## src/rtl/uart_reg_bridge.sv

```systemverilog
// uart_reg_bridge: byte-protocol host bridge to core control/status registers, with TX FIFO.
// Define UART_REG_BRIDGE_WR_ACK_EN to return an acknowledge byte after every write frame.
module uart_reg_bridge #(
  parameter int unsigned DATA_W      = 16,
  parameter int unsigned NUM_WR      = 2,
  parameter int unsigned NUM_RD      = 2,
  parameter int unsigned TXF_DEPTH   = 8,
  parameter int unsigned TIMEOUT_CYC = 100000
) (
  input  logic                     clk,
  input  logic                     rst_n,
  input  logic                     rx_valid,
  input  logic [7:0]               rx_data,
  input  logic                     rx_error,
  input  logic                     tx_ready,
  output logic                     tx_valid,
  output logic [7:0]               tx_data,
  output logic [NUM_WR*DATA_W-1:0] wr_regs,
  output logic [NUM_WR-1:0]        wr_strobe,
  input  logic [NUM_RD*DATA_W-1:0] rd_regs,
  input  logic [1:0]               core_flags,
  output logic                     alg_rst,
  output logic                     alg_en,
  output logic                     src_sel,
  output logic                     irq
);
  localparam int unsigned BYTES = DATA_W / 8;
  localparam int unsigned CNT_W = $clog2(BYTES + 1);
  localparam int unsigned PTR_W = $clog2(TXF_DEPTH);
  localparam int unsigned TMO_W = $clog2(TIMEOUT_CYC + 1);

  typedef enum logic [2:0] {S_IDLE, S_WR_DATA, S_RD_LOAD, S_RD_PUSH, S_WR_ACK} state_e;

  state_e                   state_q, state_d;
  logic [6:0]               addr_q, addr_d;
  logic [CNT_W-1:0]         cnt_q, cnt_d;
  logic [DATA_W-1:0]        asm_q, asm_d;
  logic [DATA_W-1:0]        snap_q, snap_d;
  logic [TMO_W-1:0]         tmo_q, tmo_d;
  logic [7:0]               cr_q, cr_d;
  logic [3:0]               sr_err_q, sr_err_d;
  logic [NUM_WR*DATA_W-1:0] wr_regs_q, wr_regs_d;
  logic [NUM_WR-1:0]        wr_strobe_q, wr_strobe_d;
  logic                     irq_q, irq_d;
  logic [7:0]               fifo_q [TXF_DEPTH];
  logic [7:0]               fifo_d [TXF_DEPTH];
  logic [PTR_W-1:0]         wptr_q, wptr_d, rptr_q, rptr_d;
  logic [PTR_W:0]           fcnt_q, fcnt_d;
`ifdef UART_REG_BRIDGE_WR_ACK_EN
  logic [7:0]               ack_q, ack_d;
`endif

  logic              txf_empty_c, txf_full_c, pop_c, can_push_c, push_c, rx_byte_c;
  logic              rd_hit_c, wr_hit_c;
  logic [7:0]        push_byte_c, sr_c;
  logic [3:0]        sr_set_c, sr_clr_c;
  logic [DATA_W-1:0] word_c, rd_val_c;

  assign txf_empty_c = (fcnt_q == '0);
  assign txf_full_c  = (fcnt_q == (PTR_W+1)'(TXF_DEPTH));
  assign pop_c       = !txf_empty_c && tx_ready;
  assign can_push_c  = !txf_full_c || pop_c;
  assign rx_byte_c   = rx_valid && !rx_error;
  assign sr_c        = {core_flags, txf_full_c, txf_empty_c, sr_err_q};
  // Bytes arrive LSB first: shift each new byte in from the top.
  assign word_c      = (asm_q >> 8) | (DATA_W'(rx_data) << (DATA_W - 8));

  // Read-side address decode.
  always_comb begin
    rd_val_c = '0;
    rd_hit_c = 1'b0;
    if (addr_q == 7'h00) begin
      rd_val_c = DATA_W'(cr_q);
      rd_hit_c = 1'b1;
    end else if (addr_q == 7'h01) begin
      rd_val_c = DATA_W'(sr_c);
      rd_hit_c = 1'b1;
    end
    for (int unsigned i = 0; i < NUM_WR; i++) begin
      if (addr_q == 7'(16 + i)) begin
        rd_val_c = wr_regs_q[i*DATA_W +: DATA_W];
        rd_hit_c = 1'b1;
      end
    end
    for (int unsigned i = 0; i < NUM_RD; i++) begin
      if (addr_q == 7'(32 + i)) begin
        rd_val_c = rd_regs[i*DATA_W +: DATA_W];
        rd_hit_c = 1'b1;
      end
    end
  end

  // Frame FSM, register file updates and FIFO bookkeeping.
  always_comb begin
    state_d     = state_q;
    addr_d      = addr_q;
    cnt_d       = cnt_q;
    asm_d       = asm_q;
    snap_d      = snap_q;
    tmo_d       = tmo_q;
    cr_d        = cr_q;
    wr_regs_d   = wr_regs_q;
    wr_strobe_d = '0;
    push_c      = 1'b0;
    push_byte_c = snap_q[7:0];
    sr_set_c    = '0;
    sr_clr_c    = '0;
    wr_hit_c    = 1'b0;
`ifdef UART_REG_BRIDGE_WR_ACK_EN
    ack_d       = ack_q;
`endif

    case (state_q)
      S_IDLE: begin
        cnt_d = '0;
        tmo_d = '0;
        if (rx_byte_c) begin
          addr_d  = rx_data[6:0];
          asm_d   = '0;
          state_d = rx_data[7] ? S_WR_DATA : S_RD_LOAD;
        end
      end
      S_WR_DATA: begin
        if (rx_error) begin
          state_d = S_IDLE;
        end else if (rx_valid) begin
          asm_d = word_c;
          tmo_d = '0;
          cnt_d = cnt_q + CNT_W'(1);
          if (cnt_q == CNT_W'(BYTES - 1)) begin
            if (addr_q == 7'h00) begin
              cr_d     = word_c[7:0];
              wr_hit_c = 1'b1;
            end else if (addr_q == 7'h01) begin
              sr_clr_c = word_c[3:0];
              wr_hit_c = 1'b1;
            end
            for (int unsigned i = 0; i < NUM_WR; i++) begin
              if (addr_q == 7'(16 + i)) begin
                wr_regs_d[i*DATA_W +: DATA_W] = word_c;
                wr_strobe_d[i]                = 1'b1;
                wr_hit_c                      = 1'b1;
              end
            end
            sr_set_c[1] = !wr_hit_c;
`ifdef UART_REG_BRIDGE_WR_ACK_EN
            ack_d   = wr_hit_c ? 8'hA5 : 8'hEE;
            state_d = S_WR_ACK;
`else
            state_d = S_IDLE;
`endif
          end
        end else if (tmo_q == TMO_W'(TIMEOUT_CYC - 1)) begin
          sr_set_c[2] = 1'b1;
`ifdef UART_REG_BRIDGE_WR_ACK_EN
          ack_d   = 8'hEE;
          state_d = S_WR_ACK;
`else
          state_d = S_IDLE;
`endif
        end else begin
          tmo_d = tmo_q + TMO_W'(1);
        end
      end
      S_RD_LOAD: begin
        if (rx_error) begin
          state_d = S_IDLE;
        end else begin
          sr_set_c[3] = rx_valid;
          sr_set_c[1] = !rd_hit_c;
          snap_d      = rd_val_c;
          cnt_d       = '0;
          state_d     = S_RD_PUSH;
        end
      end
      S_RD_PUSH: begin
        sr_set_c[3] = rx_byte_c;
        if (can_push_c) begin
          push_c = 1'b1;
          snap_d = snap_q >> 8;
          cnt_d  = cnt_q + CNT_W'(1);
          if (cnt_q == CNT_W'(BYTES - 1)) state_d = S_IDLE;
        end
      end
`ifdef UART_REG_BRIDGE_WR_ACK_EN
      S_WR_ACK: begin
        sr_set_c[3] = rx_byte_c;
        push_byte_c = ack_q;
        if (can_push_c) begin
          push_c  = 1'b1;
          state_d = S_IDLE;
        end
      end
`endif
      default: state_d = S_IDLE;
    endcase

    if (rx_error) sr_set_c[0] = 1'b1;
    // A new error event in the same cycle as a clear write keeps its bit set.
    sr_err_d = (sr_err_q & ~sr_clr_c) | sr_set_c;
    irq_d    = |(sr_err_d & cr_d[7:4]);

    fifo_d = fifo_q;
    if (push_c) fifo_d[wptr_q] = push_byte_c;
    wptr_d = push_c ? wptr_q + PTR_W'(1) : wptr_q;
    rptr_d = pop_c  ? rptr_q + PTR_W'(1) : rptr_q;
    fcnt_d = fcnt_q;
    if (push_c && !pop_c)      fcnt_d = fcnt_q + (PTR_W+1)'(1);
    else if (!push_c && pop_c) fcnt_d = fcnt_q - (PTR_W+1)'(1);
  end

  always_ff @(posedge clk or negedge rst_n) begin
    if (!rst_n) begin
      state_q     <= S_IDLE;
      addr_q      <= '0;
      cnt_q       <= '0;
      asm_q       <= '0;
      snap_q      <= '0;
      tmo_q       <= '0;
      cr_q        <= '0;
      sr_err_q    <= '0;
      wr_regs_q   <= '0;
      wr_strobe_q <= '0;
      irq_q       <= 1'b0;
      fifo_q      <= '{default: '0};
      wptr_q      <= '0;
      rptr_q      <= '0;
      fcnt_q      <= '0;
`ifdef UART_REG_BRIDGE_WR_ACK_EN
      ack_q       <= '0;
`endif
    end else begin
      state_q     <= state_d;
      addr_q      <= addr_d;
      cnt_q       <= cnt_d;
      asm_q       <= asm_d;
      snap_q      <= snap_d;
      tmo_q       <= tmo_d;
      cr_q        <= cr_d;
      sr_err_q    <= sr_err_d;
      wr_regs_q   <= wr_regs_d;
      wr_strobe_q <= wr_strobe_d;
      irq_q       <= irq_d;
      fifo_q      <= fifo_d;
      wptr_q      <= wptr_d;
      rptr_q      <= rptr_d;
      fcnt_q      <= fcnt_d;
`ifdef UART_REG_BRIDGE_WR_ACK_EN
      ack_q       <= ack_d;
`endif
    end
  end

  assign tx_valid  = !txf_empty_c;
  assign tx_data   = fifo_q[rptr_q];
  assign wr_regs   = wr_regs_q;
  assign wr_strobe = wr_strobe_q;
  assign alg_rst   = cr_q[0];
  assign alg_en    = cr_q[1];
  assign src_sel   = cr_q[2];
  assign irq       = irq_q;

endmodule

```

## config.mk

```make
export PLATFORM = sky130hd
export DESIGN_NAME = uart_reg_bridge
export DESIGN_NICKNAME = d
export VERILOG_FILES = /design/src/rtl/uart_reg_bridge.sv
export SDC_FILE = /design/constraint.sdc
export NUM_CORES = 1
export LEC_CHECK = 0
export ABC_AREA = 1
export BUFFER_PORTS_ARGS = -buffer_cell sky130_fd_sc_hd__buf_2
export CORE_ASPECT_RATIO = 1.1
export CORE_MARGIN = 1
export CORE_UTILIZATION = 50
export DETAILED_ROUTE_END_ITERATION = 10
export PLACE_DENSITY = 0.7
export SLEW_MARGIN = 30
export SYNTH_ARGS = -nofsm -noshare
export SYNTH_HDL_FRONTEND = slang
export SYNTH_SLANG_ARGS = --single-unit
```

## constraint.sdc

```tcl
create_clock -name clk -period 4.2 [get_ports clk]
set_clock_uncertainty 0.2 [all_clocks]
set_input_delay 0.21 -clock clk [delete_from_list [all_inputs] [get_ports clk]]
set_output_delay 0.21 -clock clk [all_outputs]
set_load 0.03 [all_outputs]
```

==> impl_results.md, run 1 <==
* Fin cells at 1,442
* Rel. slew slack at 39.3%
* DIE AREA at 0.0182 sq mm
* Final Hold Viols at 0
* Max Freq at 311 MHz
* Antenna violations before repair at 0
* Via Count at 7,730
* Iter 0 DRT Violations at 615
* Area share of the largest cell type after synthesis at 49.2%
* Congestion Overflow GR at 0
* Reg2reg start: addr_q[6]
* Power Density at 501 mW/mm^2
* Top cell type by total area after synthesis: dfrtp_1
* Reg clk slew, reported paths at 0.07 ns
* Critical Path Start: addr_q[6]
* R2R Setup Slk at 0.98 ns
* Final WS setup at 0.982 ns
* Peak VDD IR at 0.325 mV
* Die Width at 129 microns
* Synthesized flop and latch total at 174
* Synth Warn # at 0
* Worst-margin pin slew at 0.909 ns
* Placer Congestion at 0.873
* Final #Nets at 1,248
* CP Max Fanout at 18
* Share of cells above drive strength 1 at 16.3%
* Cell area after layout at 0.0104 sq mm
* Avg WL per Cell at 15.9 microns
* # rows at 50
* Area of the core at 0.0171 sq mm
* Crit. End Element: flip-flop
* Avg Vias per Cell at 5.36
* WL final at 22,900 microns
* R2r endpoint: snap_q[6]
* Post-route ant nets at 0
* Arrival @ worst endpoint at 3.39 ns
* Hold crit path type: in2reg
* Total clock buffers created by CTS at 17
* Place WS at 1.33 ns
* I/O Buffers at 93
* Avg Cell Area, Syn at 8.18 sq um
* Hold-fix buffers, CTS at 36
* H-tree depth at 4
* Vias in the first global route at 7,268
* Post-CTS sizing at 0
* # DRC at 0
* Pre-antenna DRT Iters at 5
* Clock root cell: clkbuf_16
* CTS tree: done
* First-pass GRT wire length at 36,800 microns
* Maximum number of pins on one net before global-route repair at 103
* Clock buffer depth at 2
* Post-Place Cells at 1,372
* Area delta synth->final at 17.3%
* Largest cells by area after synthesis: dfrtp_1, nand2_1, o21ai_0, nor2_1, inv_1
* Dpl hpwl at 15,400 microns
* RSZ-0062 raised after global routing: false
* Worst-Skew Late Latency at 0.43 ns
* Setup Crit Path Kind: reg2reg
* CP Capture Point: snap_q[6]
* Post-Synthesis Cell Area at 0.00885 sq mm
* Final core utilization at 60.6%
* Count of cell types in the netlist at 40
* Sequential fraction of the synthesis area at 49.2%
* Worst EP required at 4.38 ns
* Mapped Cells at 1,082
* Setup-failing EPs final at 0
* Period utilization at 76.6%
* Synthesized net count at 1,137
* Die height at 142 microns
* Max Cap Viol at 0
* Status: finished clean
* Critical Path Start Type: flip-flop
* Reg2reg path depth at 12
* Post-CTS setup buffer count at 0
* Aggregate global-route resource usage at 26.3%
* Initial core utilization at 51.6%
* Leakage at 5.03 nW
* Boundary Pins at 94
* Placed instance area at 0.00943 sq mm
* Setup_tns at 0 ns
* Slew Viols, Final at 0
* Period minus WS final at 3.22 ns
* CTS sink count at 174
==> layout make-up <==
cell class	count	area (sq um)
Antenna cell	2	5.00
Clock buffer	22	494
Clock inverter	10	93.8
Fill cell	1567	6760
Inverter	96	374
Multi-Input combinational cell	773	3910
Sequential cell	174	4350
Tap cell	234	293
Timing Repair Buffer	131	862
==> where the power goes <==
group	leakage, nW	internal (W)	total (W)	switching, W
combinational	2.42	0.000480	0.00153	0.00105
sequential	2.32	0.00189	0.00210	0.000220
clock	0.290	0.000857	0.00156	0.000705
==> cells by family (layout without fill, tap and decap cells) <==
kind of cell | Yosys count | after routing | synth area share, %
other | 1 | 3 | 0.0424
XOR/XNOR | 9 | 9 | 0.891
adder cells (fa/ha/maj) | 8 | 8 | 1.22
buffers and inverters | 135 | 259 | 6.70
flip-flops | 174 | 174 | 49.2
AND/OR/NAND/NOR | 547 | 547 | 28.2
AO/OA/AOI/OAI | 208 | 208 | 13.8
==> cell usage after synthesis (all sizes together) <==
master and instances:
ha 7, or2 3, a21oi 7, inv 94
nor3 11, o211ai 8, fa 1, a31oi 8
a21o 1, o22ai 16, clkinv 2, nand4 38
buf 20, o21ai 167, clkbuf 19, nand3 57
dfrtp 174, nor2 136, a221oi 1, nand2 297
xor2 6, xnor2 3, nor4 5, conb 1
==> critical path, stage by stage (launching register included) <==
cell	delay (ns)
dfrtp_1	0.39
inv_1	0.07
nand2_1	0.09
nor2_2	0.63
nand2_2	0.42
inv_1	0.33
nand2_1	0.12
nand2_1	0.09
inv_1	0.05
nand4_1	0.10
dlygate4sd3_1	0.57
nand2_1	0.05
nand2_1	0.05
==> sequential cells by signal, summed over array words and instances, names as in the netlist, 4 cells and up <==
signal	count
addr_q	7
asm_q	8
cr_q	8
fcnt_q	4
fifo_q	64
snap_q	16
sr_err_q	4
tmo_q	17
wr_regs	32
==> cell usage in the layout (no fill, tap or decap), types with 7 or more instances in the layout <==
| cell type | count |
|---|---|
| dlygate4sd3_1 | 36 |
| nand2_1 | 291 |
| ha_1 | 7 |
| nor2_1 | 124 |
| o211ai_1 | 8 |
| dfrtp_1 | 174 |
| o21ai_0 | 94 |
| nor3_1 | 11 |
| o22ai_1 | 16 |
| nand3_1 | 52 |
| a31oi_1 | 8 |
| buf_2 | 92 |
| o21ai_1 | 41 |
| o21ai_2 | 32 |
| a21oi_1 | 7 |
| nand4_1 | 34 |
| clkbuf_16 | 17 |
| inv_1 | 87 |
==> per-layer routing <==
layer / wire [microns] / vias up / part of all wire (%) / GRT usage (%)
met4: 684 / 0 / 3.0 / 10.8
li1: - / 3800 / - / -
met5: 0 / - / 0 / 0
met3: 873 / 51 / 3.8 / 4.03
met2: 11300 / 209 / 49 / 44.0
met1: 10000 / 3670 / 44 / 34.0
==> how the worst min path moves through the flow <==
| stage | start | to | slack, ns | cells after the start |
|---|---|---|---|---|
| CTS | rd_regs[18] | snap_q[2] | 0.009 | 7 |
| global route | rd_regs[12] | snap_q[12] | 0.03 | 5 |
| detailed placement | rst_n | fifo_q[42] | 0.18 | 1 |
| finish | rd_regs[18] | snap_q[2] | 0.006 | 7 |
| floorplan | rst_n | addr_q[0] | -0.29 | 0 |
| global placement | rst_n | fifo_q[58] | 0.19 | 1 |
==> through the flow <==
stage	total power (W)	hold slack [ns]
6_report	0.00520	0.00590
5_1_grt	0.00552	0.0312
4_1_cts	0.00523	0.00859
3_5_place_dp	0.00363	0.185
3_3_place_gp	0.00360	0.188
2_1_floorplan	0.00320	-0.286
No activity file was read; power rests on OpenSTA's default activity.
==> inputs of run 2 (changes only) <==
==> constraint.sdc (replaced) <==
create_clock -name clk -period 3.1 [get_ports clk]
set_clock_uncertainty 0.2 [all_clocks]
set_input_delay 0.155 -clock clk [delete_from_list [all_inputs] [get_ports clk]]
set_output_delay 0.155 -clock clk [all_outputs]
set_load 0.03 [all_outputs]
==> run 2 against run 1 <==
  * Core utilization rose by 0.85 points
  * Count of clock-buffer cells in the layout fell by 2
  * Via count is 1.7% higher
  * Critical path depth shrank 2
  * Sequential cell count unchanged
  * Worst setup slack worse by 0.70 ns
  * First-iteration DRC count down 2.1%
  * Worst hold slack improved by 0.027 ns
  * Sequential share of layout area decreased by 0.58 points
  * Register-to-register slack worse by 0.70 ns
  * Critical endpoint is now snap_q[11]
  * Clock power is 38% higher
  * Total power up 38%
==> impl_results.md, run 2 (synthesis gave the netlist of run 1 again) <==
* Startpoint of the worst hold path: rd_regs[16] (was rd_regs[18])
* Area delta synth->final at 18.9% (was 17.3%)
* Clk network pwr share at 30.0% (about the same)
* CP Max Fanout at 15 (was 18)
* RSZ-0062 raised after global routing: false (unchanged)
* Max Freq at 355 MHz (was 311 MHz)
* Period utilization at 90.9% (was 76.6%)
* R2R Setup Slk at 0.28 ns (was 0.98 ns)
* Int Power at 0.00450 W (was 0.00322 W)
* Critical Path Start: addr_q[2] (was addr_q[6])
* Congestion Overflow GR at 0 (unchanged)
* Maximum number of pins on one net before global-route repair at 74 (was 103)
* Placed instance area at 0.00951 sq mm (was 0.00943 sq mm)
* Area of the core at 0.0171 sq mm (unchanged)
* Combinational power share at 30.7% (was 29.5%)
* Clock root cell: clkbuf_16 (unchanged)
* Die height at 142 microns (unchanged)
* Hold crit path type: in2reg (unchanged)
* Worst EP required at 3.27 ns (was 4.38 ns)
* Initial core utilization at 51.6% (unchanged)
* H-tree depth at 4 (unchanged)
* Post-CTS setup buffer count at 0 (unchanged)
* DIE AREA at 0.0182 sq mm (unchanged)
* CTS tree: done (unchanged)
* Fin Hold WS at 0.0324 ns (was 0.00590 ns)
* Clock buffer depth at 2 (unchanged)
* Arrival @ worst endpoint at 2.99 ns (was 3.39 ns)
* Sw frac at 37.2% (was 38.0%)
* Slew Viols, Final at 0 (unchanged)
* R2r endpoint: snap_q[11] (was snap_q[6])
* Antenna violations before repair at 0 (unchanged)
* Cell area after layout at 0.0105 sq mm (was 0.0104 sq mm)
* Place WS at 0.417 ns (was 1.33 ns)
* Reg2reg start: addr_q[2] (was addr_q[6])
* CTS sink count at 174 (unchanged)
* Period minus WS final at 2.82 ns (was 3.22 ns)
* Max Cap Viol at 0 (unchanged)
* Hold-fix buffers, CTS at 42 (was 36)
* Total clock buffers created by CTS at 17 (unchanged)
* Crit. End Element: flip-flop (unchanged)
* Most flops, register: fifo_q (unchanged)
* CP Capture Point: snap_q[11] (was snap_q[6])
* Rel. slew slack at 50.1% (was 39.3%)
* Share of cells above drive strength 1 at 16.8% (was 16.3%)
* Setup-failing EPs final at 0 (unchanged)
* # DRC at 0 (unchanged)
* Post-route ant nets at 0 (unchanged)
* Largest register FFs at 64 (unchanged)
* Leakage at 5.10 nW (was 5.03 nW)
* WL final at 23,500 microns (was 22,900 microns)
* First-pass GRT wire length at 38,100 microns (was 36,800 microns)
* Filler cell count at 1,582 (was 1,567)
* Most frequent cells in the layout: nand2_1, dfrtp_1, nor2_1 (unchanged)
* Final Hold Viols at 0 (unchanged)
* Peak VDD IR at 0.431 mV (was 0.325 mV)
* Worst-margin pin slew at 0.746 ns (was 0.909 ns)
* Final #Nets at 1,265 (was 1,248)
* Power, Total at 0.00717 W (was 0.00520 W)
* NetSw at 0.00266 W (was 0.00198 W)
* Aggregate global-route resource usage at 27.1% (was 26.3%)
* Avg WL per Cell at 16.2 microns (was 15.9 microns)
* Critical Path Start Type: flip-flop (unchanged)
* Placer Congestion at 0.918 (was 0.873)
* Vias in the first global route at 7,507 (was 7,268)
* Reg clk slew, reported paths at 0.07 ns (about the same)
* Reg2reg path depth at 10 (was 12)
* Setup Crit Path Kind: reg2reg (unchanged)
* Status: finished clean (unchanged)
* Final WS setup at 0.283 ns (was 0.982 ns)
* Avg Vias per Cell at 5.40 (was 5.36)
* # rows at 50 (unchanged)
* Power Density at 681 mW/mm^2 (was 501 mW/mm^2)
* Via Count at 7,861 (was 7,730)
* I/O Buffers at 93 (unchanged)
* Pre-antenna DRT Iters at 6 (was 5)
* Worst-Skew Late Latency at 0.43 ns (about the same)
* Dpl hpwl at 15,900 microns (was 15,400 microns)
* Die Width at 129 microns (unchanged)
* Boundary Pins at 94 (unchanged)
* Most common cell after layout, fill and taps aside: nand2_1 (unchanged)
* Iter 0 DRT Violations at 602 (was 615)
* Flop pwr share at 39.3% (was 40.5%)
* Setup_tns at 0 ns (unchanged)
* Post-CTS sizing at 0 (unchanged)
-- run 2: cell types whose count changed in the layout (fill, tap and decap cells not counted), sizes merged --
cell and delta:
clkinv +1, inv -3, clkbuf -3, dlygate4sd3 +6, buf +12, bufinv +2
-- run 2: per-stage QoR --
stage / utilization (%) / instances
global route: 61.4 / 1455
CTS: 61.4 / 1455
floorplan: - / 1082
detailed placement: 55.5 / 1383
global placement: 55.5 / 1383
finish: 61.4 / 1457
-- run 2: worst min path at each step --
| stage | endpoint | cells after the start |
|---|---|---|
| floorplan | addr_q[0] | 0 |
| global placement | fifo_q[40] | 1 |
| detailed placement | fifo_q[56] | 1 |
| CTS | snap_q[0] | 7 |
| global route | snap_q[0] | 7 |
| finish | snap_q[0] | 7 |
-- run 2: cell type report --
cell class | instances | area (sq um) | share of cell area (%)
flip-flops and latches | 174 | 4350 | 41.4
multi-input cells | 773 | 3900 | 37.1
repair buffers | 148 | 1000 | 9.52
clock buffers | 20 | 467 | 4.43
inverters | 96 | 374 | 3.55
well taps | 234 | 293 | 2.78
clock inverters | 10 | 129 | 1.22
diodes | 2 | 5.00 | 0.0475
-- run 2: per-layer routing --
| metal | part of all wire (%) | track usage (%) | vias to the layer above |
|---|---|---|---|
| met3 | 4.7 | 4.22 | 53 |
| met4 | 3.2 | 11.9 | 0 |
| met1 | 43 | 34.8 | 3703 |
| met2 | 49 | 45.3 | 276 |
| li1 | - | - | 3829 |
| met5 | 0 | 0 | - |
-- run 2: worst max-delay path, stage by stage (launching register included) --
cell and delay, ns:
dfrtp_1 0.39, inv_1 0.06, nand2_1 0.11, nor2_4 0.37, nand2_2 0.31, inv_1 0.29, nand2_1 0.08, nand4_1 0.13
o211ai_1 0.14, dlygate4sd3_1 0.60, nand2_1 0.07
-- run 2: power by group through the flow --
stage / logic, W / clock network, W / registers, W
2_1_floorplan: 0.00149 / 0 / 0.00284
3_3_place_gp: 0.00211 / 0 / 0.00284
3_5_place_dp: 0.00212 / 0 / 0.00286
4_1_cts: 0.00220 / 0.00219 / 0.00282
5_1_grt: 0.00244 / 0.00228 / 0.00286
6_report: 0.00220 / 0.00215 / 0.00282
==> inputs of run 3 (changes only) <==
==> constraint.sdc (replaced) <==
create_clock -name clk -period 3.1 [get_ports clk]
set_clock_uncertainty 0.2 [all_clocks]
set_input_delay 0.62 -clock clk [delete_from_list [all_inputs] [get_ports clk]]
set_output_delay 0.62 -clock clk [all_outputs]
set_load 0.03 [all_outputs]
==> run 3 against run 2 <==
  * Register-to-register slack better by 0.11 ns
  * Sequential power about the same
  * Worst setup slack worse by 0.032 ns
==> impl_results.md, run 3 (synthesis gave the netlist of run 1 again) <==
* Leakage at 4.94 nW (was 5.10 nW)
* Maximum number of pins on one net before global-route repair at 62 (was 74)
* Critical path's slowest cell: buf_4 (was dlygate4sd3_1)
* R2R Setup Slk at 0.39 ns (was 0.28 ns)
* H-tree depth at 4 (unchanged)
* Combinational power share at 30.2% (was 30.7%)
* Sw frac at 38.1% (was 37.2%)
* Most flops, register: fifo_q (unchanged)
* Final core utilization at 59.1% (was 61.4%)
* Antenna violations before repair at 0 (unchanged)
* Rel. slew slack at 45.1% (was 50.1%)
* CTS sink count at 174 (unchanged)
* Share of cells above drive strength 1 at 17.5% (was 16.8%)
* Period utilization at 91.9% (was 90.9%)
* Clock buffer depth at 2 (unchanged)
* Worst-margin pin slew at 0.821 ns (was 0.746 ns)
* Worst path bufs/invs at 2 (was 3)
* Vias in the first global route at 7,089 (was 7,507)
* Post-route ant nets at 0 (unchanged)
* Reg2reg start: fcnt_q[0] (was addr_q[2])
* Setup_tns at 0 ns (unchanged)
* Min-Delay Endpoint: snap_q[8] (was snap_q[0])
* Iter 0 DRT Violations at 560 (was 602)
* Status: finished clean (unchanged)
* Pre-antenna DRT Iters at 5 (was 6)
* Power Density at 706 mW/mm^2 (was 681 mW/mm^2)
* Avg Vias per Cell at 5.35 (was 5.40)
* CTS tree: done (unchanged)
* Final WS setup at 0.252 ns (was 0.283 ns)
* Clock root cell: clkbuf_16 (unchanged)
* Hold crit path type: in2reg (unchanged)
* Largest stage delay, worst path at 0.35 ns (was 0.60 ns)
* Slew Viols, Final at 0 (unchanged)
* Die height at 142 microns (unchanged)
* Period minus WS final at 2.85 ns (was 2.82 ns)
* Most common cell after layout, fill and taps aside: nand2_1 (unchanged)
* Setup Crit Path Kind: reg2out (was reg2reg)
* Most frequent cells in the layout: nand2_1, dfrtp_1, nor2_1 (unchanged)
* Critical Path Start Type: flip-flop (unchanged)
* Dpl hpwl at 15,700 microns (was 15,900 microns)
* Max Cap Viol at 0 (unchanged)
* Fin cells at 1,417 (was 1,457)
* Initial core utilization at 51.6% (unchanged)
* Delay-heaviest family, CP: compound AO/OA/AOI/OAI gates (was simple AND/OR/NAND/NOR gates)
* RSZ-0062 raised after global routing: false (unchanged)
* Reg2reg path depth at 14 (was 10)
* # DRC at 0 (unchanged)
* Post-CTS setup buffer count at 0 (unchanged)
* Reg clk slew, reported paths at 0.07 ns (about the same)
* Aggregate global-route resource usage at 26.2% (was 27.1%)
* Placer Congestion at 0.900 (was 0.918)
* Total clock buffers created by CTS at 17 (unchanged)
* Congestion Overflow GR at 0 (unchanged)
* Via Count at 7,584 (was 7,861)
* Worst EP required at 2.28 ns (was 3.27 ns)
* Largest register FFs at 64 (unchanged)
* CP cell instances: buf_4 > o21ai_0 > o22ai_1 > nor2_1 > a31oi_1 > buf_2 (was inv_1 > nand2_1 > nor2_4 > nand2_2 > inv_1 > nand2_1 > nand4_1 > o211ai_1 > dlygate4sd3_1 > nand2_1)
* Hold Crit Depth at 3 (was 7)
* # rows at 50 (unchanged)
* CP Max Fanout at 33 (was 15)
* Crit. End Element: output pin (was flip-flop)
* NetSw at 0.00273 W (was 0.00266 W)
* Flop pwr share at 39.3% (about the same)
* Arrival @ worst endpoint at 2.03 ns (was 2.99 ns)
* Startpoint of the worst hold path: rd_regs[24] (was rd_regs[16])
* Avg WL per Cell at 15.9 microns (was 16.2 microns)
* Max Freq at 351 MHz (was 355 MHz)
* Area delta synth->final at 14.4% (was 18.9%)
* Clk network pwr share at 30.5% (was 30.0%)
* Boundary Pins at 94 (unchanged)
* Die Width at 129 microns (unchanged)
* Final #Nets at 1,224 (was 1,265)
* Post-Place Cells at 1,383 (unchanged)
* Area of the core at 0.0171 sq mm (unchanged)
* First-pass GRT wire length at 36,700 microns (was 38,100 microns)
* Peak VDD IR at 0.445 mV (was 0.431 mV)
* WL final at 22,500 microns (was 23,500 microns)
* Setup-failing EPs final at 0 (unchanged)
* Int Power at 0.00443 W (was 0.00450 W)
* Final Hold Viols at 0 (unchanged)
* Place WS at 0.341 ns (was 0.417 ns)
* R2r endpoint: fcnt_q[3] (was snap_q[11])
* I/O Buffers at 93 (unchanged)
* Worst-Skew Late Latency at 0.44 ns (was 0.43 ns)
* DIE AREA at 0.0182 sq mm (unchanged)
run 3: metal layers:
layer,vias up,share of wire (%),GRT usage [%]
met3,31,3.7,3.88
met5,-,0,0
met4,0,1.8,8.48
met1,3622,45,34.4
met2,174,49,44.5
li1,3757,-,-
run 3: worst reg2reg max path, stage by stage, from the launching register on:
cell,delay (ns)
dfrtp_1,0.43
nor2_1,0.16
nand3_1,0.11
or2_4,0.27
nand2_4,0.13
inv_8,0.08
ha_1,0.22
inv_1,0.13
ha_1,0.24
a21o_1,0.18
a21oi_1,0.16
nand2_1,0.07
nand2_1,0.06
nor2_1,0.04
xor2_1,0.13
run 3: final cells by class:
class,count,area [sq um]
multi-input cells,773,3910
well taps,234,293
inverters,96,374
diodes,1,2.50
repair buffers,107,604
clock inverters,13,151
flip-flops and latches,174,4350
fillers,1623,7010
clock buffers,19,443
run 3: timing repair:
action	in CTS	in global routing
hold buffers	1	0
endpoints found under the hold margin	54	0
setup endpoints to repair	0	0
gates resized for setup	0	0
run 3: power groups by stage:
stage | logic, W | clock network, W | registers (W)
final | 0.00216 | 0.00218 | 0.00281
after global routing | 0.00240 | 0.00230 | 0.00285
after CTS | 0.00216 | 0.00221 | 0.00281
after detailed placement | 0.00215 | 0 | 0.00285
after global placement | 0.00212 | 0 | 0.00284
after floorplan | 0.00149 | 0 | 0.00284
run 3: worst max-delay path by stage:
stage / startpoint / to / slack [ns] / cells after the start
final: rptr_q[0] / tx_data[2] / 0.25 / 6
after floorplan: fcnt_q[0] / fcnt_q[3] / 0.59 / 14
after global routing: rptr_q[0] / tx_data[3] / 0.12 / 7
after global placement: tx_ready / fcnt_q[3] / 0.39 / 13
after detailed placement: tx_ready / fcnt_q[3] / 0.34 / 13
after CTS: rptr_q[0] / tx_data[2] / 0.25 / 6
run 3: metrics by stage:
step / area [sq um] / hold slack (ns) / power (W)
floorplan: 8850 / 0.124 / 0.00433
global placement: 9520 / 0.261 / 0.00497
detailed placement: 9520 / 0.263 / 0.00500
CTS: 10100 / 0.241 / 0.00719
global route: 10100 / 0.267 / 0.00755
finish: 10100 / 0.253 / 0.00716
